## config.mk

```make
export PLATFORM = sky130hd
export DESIGN_NAME = fifo_read_ctrl
export DESIGN_NICKNAME = d
export VERILOG_FILES = /design/src/rtl/fifo_read_ctrl_pkg.sv /design/src/rtl/skid_buffer.sv /design/src/rtl/fifo_read_ctrl.sv
export SDC_FILE = /design/constraint.sdc
export NUM_CORES = 1
export LEC_CHECK = 0
export ABC_AREA = 1
export BUFFER_PORTS_ARGS = -buffer_cell sky130_fd_sc_hd__buf_2
export CORE_MARGIN = 2
export CORE_UTILIZATION = 54
export DETAILED_ROUTE_END_ITERATION = 10
export PLACE_DENSITY = 0.88
export SYNTH_ARGS = -nofsm -noshare
export SYNTH_HDL_FRONTEND = slang
export SYNTH_SLANG_ARGS = --single-unit
```

## constraint.sdc

```tcl
create_clock -name clk -period 2.8 [get_ports clk]
set_input_delay 0.56 -clock clk [delete_from_list [all_inputs] [get_ports clk]]
set_output_delay 0.56 -clock clk [all_outputs]
set_load 0.02 [all_outputs]
```

## src/rtl/fifo_read_ctrl_pkg.sv

```systemverilog
// Shared definitions for the FIFO read controller: FSM encoding and default widths.
package fifo_read_ctrl_pkg;

    typedef enum logic [1:0] {
        IDLE  = 2'd0,
        RUN   = 2'd1,
        DRAIN = 2'd2
    } state_t;

    localparam int DEF_DATA_W     = 10;
    localparam int DEF_SKID_DEPTH = 2;

endpackage

```

## src/rtl/skid_buffer.sv

```systemverilog
// Two-entry register FIFO that catches the word arriving one cycle after a FIFO read.
module skid_buffer
    import fifo_read_ctrl_pkg::*;
#(
    parameter int DATA_W = DEF_DATA_W
) (
    input  logic              clk,
    input  logic              reset,
    input  logic              push,
    input  logic [DATA_W-1:0] push_data,
    input  logic              pop,
    output logic [1:0]        occ,
    output logic [DATA_W-1:0] head
);

    logic [DATA_W-1:0] tail;

    // head is the oldest entry; it keeps its last value once the buffer drains
    always_ff @(posedge clk) begin
        if (!reset) begin
            occ  <= 2'd0;
            head <= '0;
            tail <= '0;
        end else begin
            case ({push, pop})
                2'b10: begin
                    if (occ == 2'd0) head <= push_data;
                    else             tail <= push_data;
                    if (occ != 2'd2) occ <= occ + 2'd1;
                end
                2'b01: begin
                    if (occ == 2'd2) head <= tail;
                    occ <= occ - 2'd1;
                end
                2'b11: begin
                    if (occ == 2'd1) begin
                        head <= push_data;
                    end else begin
                        head <= tail;
                        tail <= push_data;
                    end
                end
                default: ;
            endcase
        end
    end

endmodule

```

## src/rtl/fifo_read_ctrl.sv

```systemverilog
// Drains the data FIFO (1-cycle read latency) into a valid/ready stream via a 2-entry skid.
module fifo_read_ctrl
    import fifo_read_ctrl_pkg::*;
#(
    parameter int DATA_W     = DEF_DATA_W,
    parameter int SKID_DEPTH = DEF_SKID_DEPTH,
    parameter int CNT_W      = 16
) (
    input  logic              clk,
    input  logic              reset,
    input  logic              enable,
    input  logic              fifo_empty,
    input  logic              fifo_error,
    input  logic [DATA_W-1:0] fifo_data,
    output logic              fifo_rd_en,
    output logic              out_valid,
    output logic [DATA_W-1:0] out_data,
    input  logic              out_ready,
    output logic              busy,
    output logic              err,
    output logic [CNT_W-1:0]  word_cnt
);

    state_t     state, state_nxt;
    logic       inflight;
    logic [1:0] occ;
    logic       pop;
    logic [2:0] committed;
    logic       overflow;

    assign out_valid = (occ != 2'd0);
    assign pop       = out_valid && out_ready;
    assign busy      = (state != IDLE);

    // Entries that will be occupied after this edge if no new read is issued
    assign committed  = {1'b0, occ} + {2'b00, inflight} - {2'b00, pop};
    assign fifo_rd_en = reset && (state == RUN) && !fifo_empty
                        && (32'(committed) < SKID_DEPTH);
    assign overflow   = inflight && (32'(occ) == SKID_DEPTH) && !pop;

    skid_buffer #(.DATA_W(DATA_W)) u_skid (
        .clk       (clk),
        .reset     (reset),
        .push      (inflight),
        .push_data (fifo_data),
        .pop       (pop),
        .occ       (occ),
        .head      (out_data)
    );

    always_ff @(posedge clk) begin
        if (!reset) begin
            state    <= IDLE;
            inflight <= 1'b0;
            err      <= 1'b0;
            word_cnt <= '0;
        end else begin
            state    <= state_nxt;
            inflight <= fifo_rd_en;
            err      <= err | fifo_error | overflow;
            if (pop) word_cnt <= word_cnt + CNT_W'(1);
        end
    end

    // A read issued in the same cycle enable falls still counts as outstanding work
    always_comb begin
        state_nxt = state;
        case (state)
            IDLE: if (enable) state_nxt = RUN;
            RUN: begin
                if (!enable) begin
                    if (inflight || fifo_rd_en || (occ != 2'd0)) state_nxt = DRAIN;
                    else                                         state_nxt = IDLE;
                end
            end
            DRAIN: begin
                if (enable)                               state_nxt = RUN;
                else if (!inflight && (occ == 2'd0))      state_nxt = IDLE;
            end
            default: state_nxt = IDLE;
        endcase
    end

endmodule

```

==> results.sh, run 1 <==
export IMPL_status="finished clean"
export IMPL_drc_errors=0
export IMPL_synth_enable_flop_cells=0
export IMPL_multi_input_gate_area_um2=1050
export IMPL_hold_viol=0
export IMPL_cts_htree_levels=2
export IMPL_synth_area_per_cell_um2=6.91
export IMPL_holdBufCountCts=0
export IMPL_critical_path_slowest_cell="fa_1"
export IMPL_net_count_after_synthesis=324
export IMPL_final_setup_viol_count=0
export IMPL_clkPwrFrac=0.232
export IMPL_synth_area_um2=2090
export IMPL_critPathKind="reg -> out"
export IMPL_final_fill_count=329
export IMPL_path_common_cell="inv_4"
export IMPL_grt_pass1_vias=1810
export IMPL_grt_overflow_total=0
export IMPL_switching_power_mw=0.627
export IMPL_ctsLongestPathBuffers=2
export IMPL_rsz0062_at_grt="true"
export IMPL_tritoncts="done"
export IMPL_ff_latch_area_um2=845
export IMPL_slew_headroom=0.568
export IMPL_ys_ff_latch=42
export IMPL_worstHoldPathType="reg -> reg"
export IMPL_grt_first_pass_wirelength_um=7780
export IMPL_synth_yosys_warnings=0
export IMPL_grt_start_max_net_pins=38
export IMPL_design_die_area_um2=4390
export IMPL_tritoncts_num_buffers=5
export IMPL_design_area_um2=2500
export IMPL_final_antenna_diode_count=0
export IMPL_critPathMaxStageDelay_ps=540
export IMPL_clk_transition_reported_paths_ps=80
export IMPL_initial_utilization=0.568
export IMPL_std_cell_rows=22
export IMPL_timing_critical_path_arrival_ps=2190
export IMPL_synthFlopType="dfxtp_1"
export IMPL_detailed_place_area_um2=2330
export IMPL_syn_to_final_growth_pct=19.2
export IMPL_layoutNonFillerInstCount=402
export IMPL_async_reset_ff_frac=0
export IMPL_p_int_mw=1.10
export IMPL_max_slew_worst_pin_slew_ps=646
export IMPL_power_share_combinational=0.351
export IMPL_detail_route_wirelength_um=4600
export IMPL_fraction_of_final_layout_cells_sized_beyond_drive_strength_1=0.246
export IMPL_drt_antenna_violating_nets=0
export IMPL_top_level_pins=46
export IMPL_maxCapViolCount=0
export IMPL_synth_sequential_area_ratio=0.401
export IMPL_final_period_utilization=0.983
export IMPL_layout_nets=374
export IMPL_achievable_frequency_mhz=363
export IMPL_antenna_found_initial=0
export IMPL_grt_use_total=0.228
export IMPL_crit_path_max_fanout=3
export IMPL_final_setup_tns_ps=0
export IMPL_wire_per_inst_um=11.4
export IMPL_placed_cells=390
export IMPL_clock_period_minus_final_worst_setup_slack_ps=2750
export IMPL_floorplan_die_height_um=66.3
export IMPL_buffer_ports_inserted=45
export IMPL_vias=1993
export IMPL_power_density_cell_area_nw_per_um2=693
export IMPL_floorplan_core_area_um2=3690
export IMPL_gp_routability_congestion=0.873
export IMPL_hpwlAfterDp_um=3160
export IMPL_worst_setup_path_start_kind="flop"
export IMPL_synth_cells=303
export IMPL_clock_root_buffer="clkbuf_8"
export IMPL_drt_pre_antenna_iters=5
export IMPL_power_switching_share=0.362
export IMPL_clkSinkCount=42
export IMPL_endpoint_kind="output pin"
export IMPL_synth_cell_types=30
export IMPL_power_leakage_nw=1.18
export IMPL_vdd_drop_max_mv=0.503
export IMPL_via_per_inst=4.96
export IMPL_skew_ps=2.53
export IMPL_first_iter_violations=120
export IMPL_p_seq_frac=0.417
export IMPL_floorplan_die_width_um=66.3
export IMPL_maxSlewViolCount=0
export IMPL_cp_required_ps=2240
export IMPL_worst_skew_pair_late_latency_ps=290
export IMPL_cp_cell_sequence="inv_4 > ha_4 > inv_4 > nand2_4 > nor2_4 > o21ai_2 > fa_1 > nand2_1 > nor2_1 > nand3_1 > inv_1 > buf_6"
-- layout by cell type, fill, tap and decap left out, types with 3 or more instances in the layout --
cell type	instances
nand4_1	5
inv_1	38
dfxtp_1	41
buf_4	8
ha_1	3
nand2_1	60
o21ai_0	25
nor2_2	10
nand3_1	8
clkbuf_8	6
buf_2	44
a21oi_1	18
nor2_1	58
-- sequential cells by signal, summed over array words and instances, names as in the netlist --
name,cells
u_skid.occ,2
err,1
u_skid.head,10
u_skid.tail,10
inflight,1
word_cnt,16
state,2
-- synth_stat cells (3+ instances only) --
library cell / n / area (um2)
nand2_1: 60 / 225
nor2_2: 10 / 62.6
a21oi_1: 18 / 90.1
ha_1: 4 / 50.1
buf_2: 4 / 20.0
dfxtp_1: 42 / 841
nand4_1: 5 / 31.3
inv_1: 40 / 150
nor2_1: 59 / 221
o21ai_0: 26 / 130
nand3_1: 8 / 40.0
buf_6: 3 / 33.8
-- critical path, delay by kind of cell, from the launching register on --
| family | cells | cell delay (ps) |
|---|---|---|
| fa+ha+maj | 2 | 720 |
| simple gates | 5 | 420 |
| compound gates | 1 | 70 |
| buf+inv | 4 | 310 |
| flops | 1 | 390 |
-- what timing repair did --
| action | CTS | global route |
|---|---|---|
| buffers inserted | 1 | 3 |
| gates resized for setup | 8 | 6 |
| hold endpoints to repair | 0 | 0 |
| pin swaps | 0 | 6 |
| endpoints found under the setup margin | 1 | 1 |
-- routing by layer --
metal / track usage / routed length [um] / vias to the layer above / share of wire
li1: - / - / 1041 / -
met1: 0.273 / 2080 / 887 / 0.45
met2: 0.388 / 2110 / 60 / 0.46
met3: 0.0613 / 353 / 5 / 0.077
met4: 0.0842 / 55 / 0 / 0.012
met5: 0 / 0 / - / 0
-- area by class of cell --
| type | count | area share |
|---|---|---|
| Clock buffer | 7 | 0.0346 |
| Clock inverter | 1 | 0.00200 |
| Inverter | 42 | 0.0651 |
| Multi-Input combinational cell | 209 | 0.419 |
| Sequential cell | 42 | 0.338 |
| Tap cell | 48 | 0.0240 |
| Timing Repair Buffer | 53 | 0.117 |
-- worst paths after layout --
kind | from | to | slack [ps] | cells past startpoint
setup reg to reg | u_skid.occ[0]$_SDFFE_PN0P_ | state[1]$_SDFFE_PN0P_ | 770 | 12
hold reg to reg | u_skid.tail[9]$_SDFFE_PN0P_ | u_skid.tail[9]$_SDFFE_PN0P_ | 450 | 2
setup / recovery | u_skid.occ[0]$_SDFFE_PN0P_ | fifo_rd_en | 50 | 12
hold / removal | u_skid.tail[9]$_SDFFE_PN0P_ | u_skid.tail[9]$_SDFFE_PN0P_ | 450 | 2
-- power groups by stage --
stage,Combinational (mW),Sequential [mW],Clock (mW)
finish,0.607,0.721,0.401
global route,0.671,0.729,0.443
floorplan,0.345,0.787,0
detailed placement,0.539,0.724,0
global placement,0.525,0.721,0
CTS,0.566,0.717,0.414
-- logic make-up (layout without fill, tap and decap cells) --
group,count (synthesis),count (layout),share of synthesized area
compound gates,52,52,0.133
simple gates,151,151,0.316
xor+xnor,1,1,0.00418
flops,42,42,0.401
fa+ha+maj,5,5,0.0335
buf+inv,52,103,0.112
-- metrics by stage --
stage / power (mW) / setup WS [ps] / hold slack, ps / utilization
global route: 1.84 / -137 / 483 / 0.677
global placement: 1.25 / 112 / 442 / 0.633
detailed placement: 1.26 / 39.9 / 447 / 0.633
finish: 1.73 / 48.4 / 452 / 0.677
CTS: 1.70 / 28.3 / 459 / 0.667
floorplan: 1.13 / 70.3 / 430 / -
No activity file was read; power rests on OpenSTA's default activity.
==> inputs of run 2 (changes only) <==
--- a/config.mk
+++ b/config.mk
@@ -13,4 +13,5 @@
 export PLACE_DENSITY = 0.88
 export SYNTH_ARGS = -nofsm -noshare
 export SYNTH_HDL_FRONTEND = slang
+export SYNTH_HIERARCHICAL = 1
 export SYNTH_SLANG_ARGS = --single-unit
==> results.sh, run 2 <==
export IMPL_status="finished clean"
export IMPL_final_setup_tns_ps=0
export IMPL_synth_top_cell_area_share=0.384
export IMPL_power_share_combinational=0.356
export IMPL_yosys_cell_count_top_type="nand2_1"
export IMPL_synth_simple_gate_area_share=0.420
export IMPL_worst_setup_path_start_kind="flop"
export IMPL_floorplan_die_width_um=67.7
export IMPL_ys_top_cells_by_count="nand2_1, nor2_1, inv_1"
export IMPL_cp_required_ps=2240
export IMPL_drt_antenna_violating_nets=0
export IMPL_synth_area_um2=2190
export IMPL_switching_power_mw=0.642
export IMPL_timing_critical_path_arrival_ps=2130
export IMPL_maxCapViolCount=0
export IMPL_max_slew_worst_pin_slew_ps=415
export IMPL_hpwlAfterDp_um=3300
export IMPL_power_leakage_nw=1.30
export IMPL_ff2ff_path_depth=8
export IMPL_netlist_top_cell_by_area="dfxtp_1"
export IMPL_final_setup_viol_count=0
export IMPL_layout_nets=410
export IMPL_synth_adder_area_share=0.0377
export IMPL_ys_ff_latch=42
export IMPL_fraction_of_final_layout_cells_sized_beyond_drive_strength_1=0.208
export IMPL_synth_sequential_area_ratio=0.384
export IMPL_ctsLongestPathBuffers=2
export IMPL_p_seq_frac=0.407
export IMPL_buffer_ports_inserted=45
export IMPL_worstHoldPathType="in -> reg"
export IMPL_floorplan_core_area_um2=3940
export IMPL_grt_start_max_net_pins=38
export IMPL_syn_to_final_growth_pct=18.9
export IMPL_crit_path_max_fanout=3
export IMPL_via_per_inst=4.91
export IMPL_final_period_utilization=0.960
export IMPL_mostFrequentLayoutCell="nand2_1"
export IMPL_initial_utilization=0.556
export IMPL_critPathMaxStageDelay_ps=510
export IMPL_largest_register_ffs=16
export IMPL_design_area_um2=2610
export IMPL_gp_routability_congestion=0.790
export IMPL_clk_transition_reported_paths_ps=80
export IMPL_achievable_frequency_mhz=372
export IMPL_worst_skew_pair_late_latency_ps=300
export IMPL_drt_pre_antenna_iters=4
export IMPL_power_density_cell_area_nw_per_um2=661
export IMPL_antenna_found_initial=0
export IMPL_clkSinkCount=42
export IMPL_hold_viol=0
export IMPL_floorplan_die_height_um=67.7
export IMPL_drc_errors=0
export IMPL_final_antenna_diode_count=0
export IMPL_clock_root_buffer="clkbuf_8"
export IMPL_detail_route_wirelength_um=4690
export IMPL_detailed_place_area_um2=2480
export IMPL_design_die_area_um2=4580
export IMPL_rsz0062_at_grt="false"
export IMPL_endpoint_kind="output pin"
export IMPL_path_common_cell="nand2_2"
export IMPL_vdd_drop_max_mv=0.445
export IMPL_maxSlewViolCount=0
export IMPL_yosys_area_share_xor_xnor=0.00800
export IMPL_slew_headroom=0.723
export IMPL_synth_area_per_cell_um2=6.50
export IMPL_clock_period_minus_final_worst_setup_slack_ps=2690
export IMPL_vias=2154
export IMPL_synth_area_top_cells="dfxtp_1, nand2_1, nor2_1, inv_1, nand3_1"
export IMPL_cts_htree_levels=2
export IMPL_tritoncts="done"
export IMPL_grt_use_total=0.223
export IMPL_final_fill_count=356
export IMPL_holdPathStages=2
export IMPL_top_level_pins=46
export IMPL_grt_overflow_total=0
export IMPL_first_iter_violations=185
export IMPL_critPathKind="reg -> out"
export IMPL_p_int_mw=1.08
export IMPL_wire_per_inst_um=10.7
export IMPL_synth_yosys_warnings=6
export IMPL_power_switching_share=0.373
export IMPL_largest_registers="word_cnt: 16 flops, u_skid/head: 10 flops, u_skid/tail: 10 flops"
export IMPL_net_count_after_synthesis=359
export IMPL_critical_path_slowest_cell="fa_1"
export IMPL_mostFrequentLayoutCells="nand2_1, nor2_1, inv_1, buf_2, dfxtp_1"
export IMPL_synth_enable_flop_cells=0
export IMPL_synthFlopType="dfxtp_1"
export IMPL_largest_register_by_flop_count="word_cnt"
export IMPL_combinational_family_with_the_most_area_after_synthesis="simple AND/OR/NAND/NOR gates"
export IMPL_cp_cell_sequence="inv_2 > nand2_2 > nand2_2 > nor2_4 > buf_4 > fa_1 > nand2_1 > nor4_2 > buf_2"
export IMPL_synth_cell_types=29
export IMPL_synth_compound_area_frac=0.0514
export IMPL_async_reset_ff_frac=0
export IMPL_std_cell_rows=23
export IMPL_skew_ps=6.61
export IMPL_holdBufCountCts=0
export IMPL_tritoncts_num_buffers=5
export IMPL_synth_cells=337
export IMPL_clkPwrFrac=0.236
export IMPL_grt_first_pass_wirelength_um=7710
export IMPL_grt_pass1_vias=1843
export IMPL_post_synth_mux_area_share=0
[run 2: cell types whose count changed in the layout (fill, tap and decap cells not counted), moves of 4 or more]
cell,before,now
a21oi_1,18,14
inv_1,38,46
nand2_1,60,78
o21ai_0,25,6
nor2_1,58,73
nand3_1,8,32
nor2_2,10,2
nand2_2,1,5
[run 2: final cells by class]
| cell class | count | area [um2] | share of cell area |
|---|---|---|---|
| flip-flops and latches | 42 | 846 | 0.325 |
| inverters | 49 | 184 | 0.0706 |
| well taps | 50 | 62.6 | 0.0240 |
| multi-input cells | 239 | 1150 | 0.442 |
| clock buffers | 7 | 86.3 | 0.0331 |
| clock inverters | 1 | 5.00 | 0.00192 |
| repair buffers | 51 | 270 | 0.104 |
[run 2: through the flow]
| stage | util | hold WS, ps | worst slack (ps) | total power, mW | cells |
|---|---|---|---|---|---|
| finish | 0.661 | 455 | 111 | 1.72 | 439 |
| global route | 0.661 | 451 | 0.942 | 1.84 | 439 |
| CTS | 0.658 | 444 | 0.203 | 1.72 | 439 |
| detailed placement | 0.629 | 451 | 122 | 1.28 | 429 |
| global placement | 0.629 | 445 | 173 | 1.26 | 429 |
| floorplan | - | 456 | 29.7 | 1.12 | 337 |
[run 2: timing repair]
item	in CTS	in global routing
pin swaps	2	1
setup buffers	2	0
setup endpoints to repair	1	1
resized for setup	3	7
[run 2: power by group through the flow]
| stage | combinational, mW | sequential [mW] | clock [mW] |
|---|---|---|---|
| 6_report | 0.614 | 0.702 | 0.407 |
| 5_1_grt | 0.694 | 0.711 | 0.435 |
| 4_1_cts | 0.598 | 0.698 | 0.420 |
| 3_5_place_dp | 0.566 | 0.715 | 0 |
| 3_3_place_gp | 0.550 | 0.711 | 0 |
| 2_1_floorplan | 0.369 | 0.754 | 0 |
[run 2: kinds of logic after synthesis]
logic type                 count (synthesis)
DFF                                       42
adders and majority gates                  6
buffers and inverters                     56
AOI/OAI and AO/OA                         22
xor gates and xnor gates                   2
and+or+nand+nor                          209
[run 2: path summary, 6_finish.rpt]
check / start / to / slack (ps)
max reg2reg: u_skid/occ[1]$_SDFFE_PN0P_ / u_skid/tail[0]$_SDFFE_PN0P_ / 920
min reg2reg: word_cnt[8]$_SDFFE_PN0P_ / word_cnt[8]$_SDFFE_PN0P_ / 470
min: fifo_empty / inflight$_SDFF_PN0_ / 460
max: u_skid/occ[1]$_SDFFE_PN0P_ / fifo_rd_en / 110
[run 2: worst max-delay path, delay by kind of cell, from the launching register on]
family,cells,cell delay (ps)
flip-flops,1,360
AND/OR/NAND/NOR,5,570
adder cells (fa/ha/maj),1,510
buffers and inverters,3,410
[run 2: layer usage]
layer	wire, um	part of all wire	global-route usage	up-vias
met2	2280	0.49	0.386	47
met5	0	0	0	-
met1	2100	0.45	0.269	959
met3	240	0.051	0.0517	7
li1	-	-	-	1141
met4	72	0.015	0.0740	0
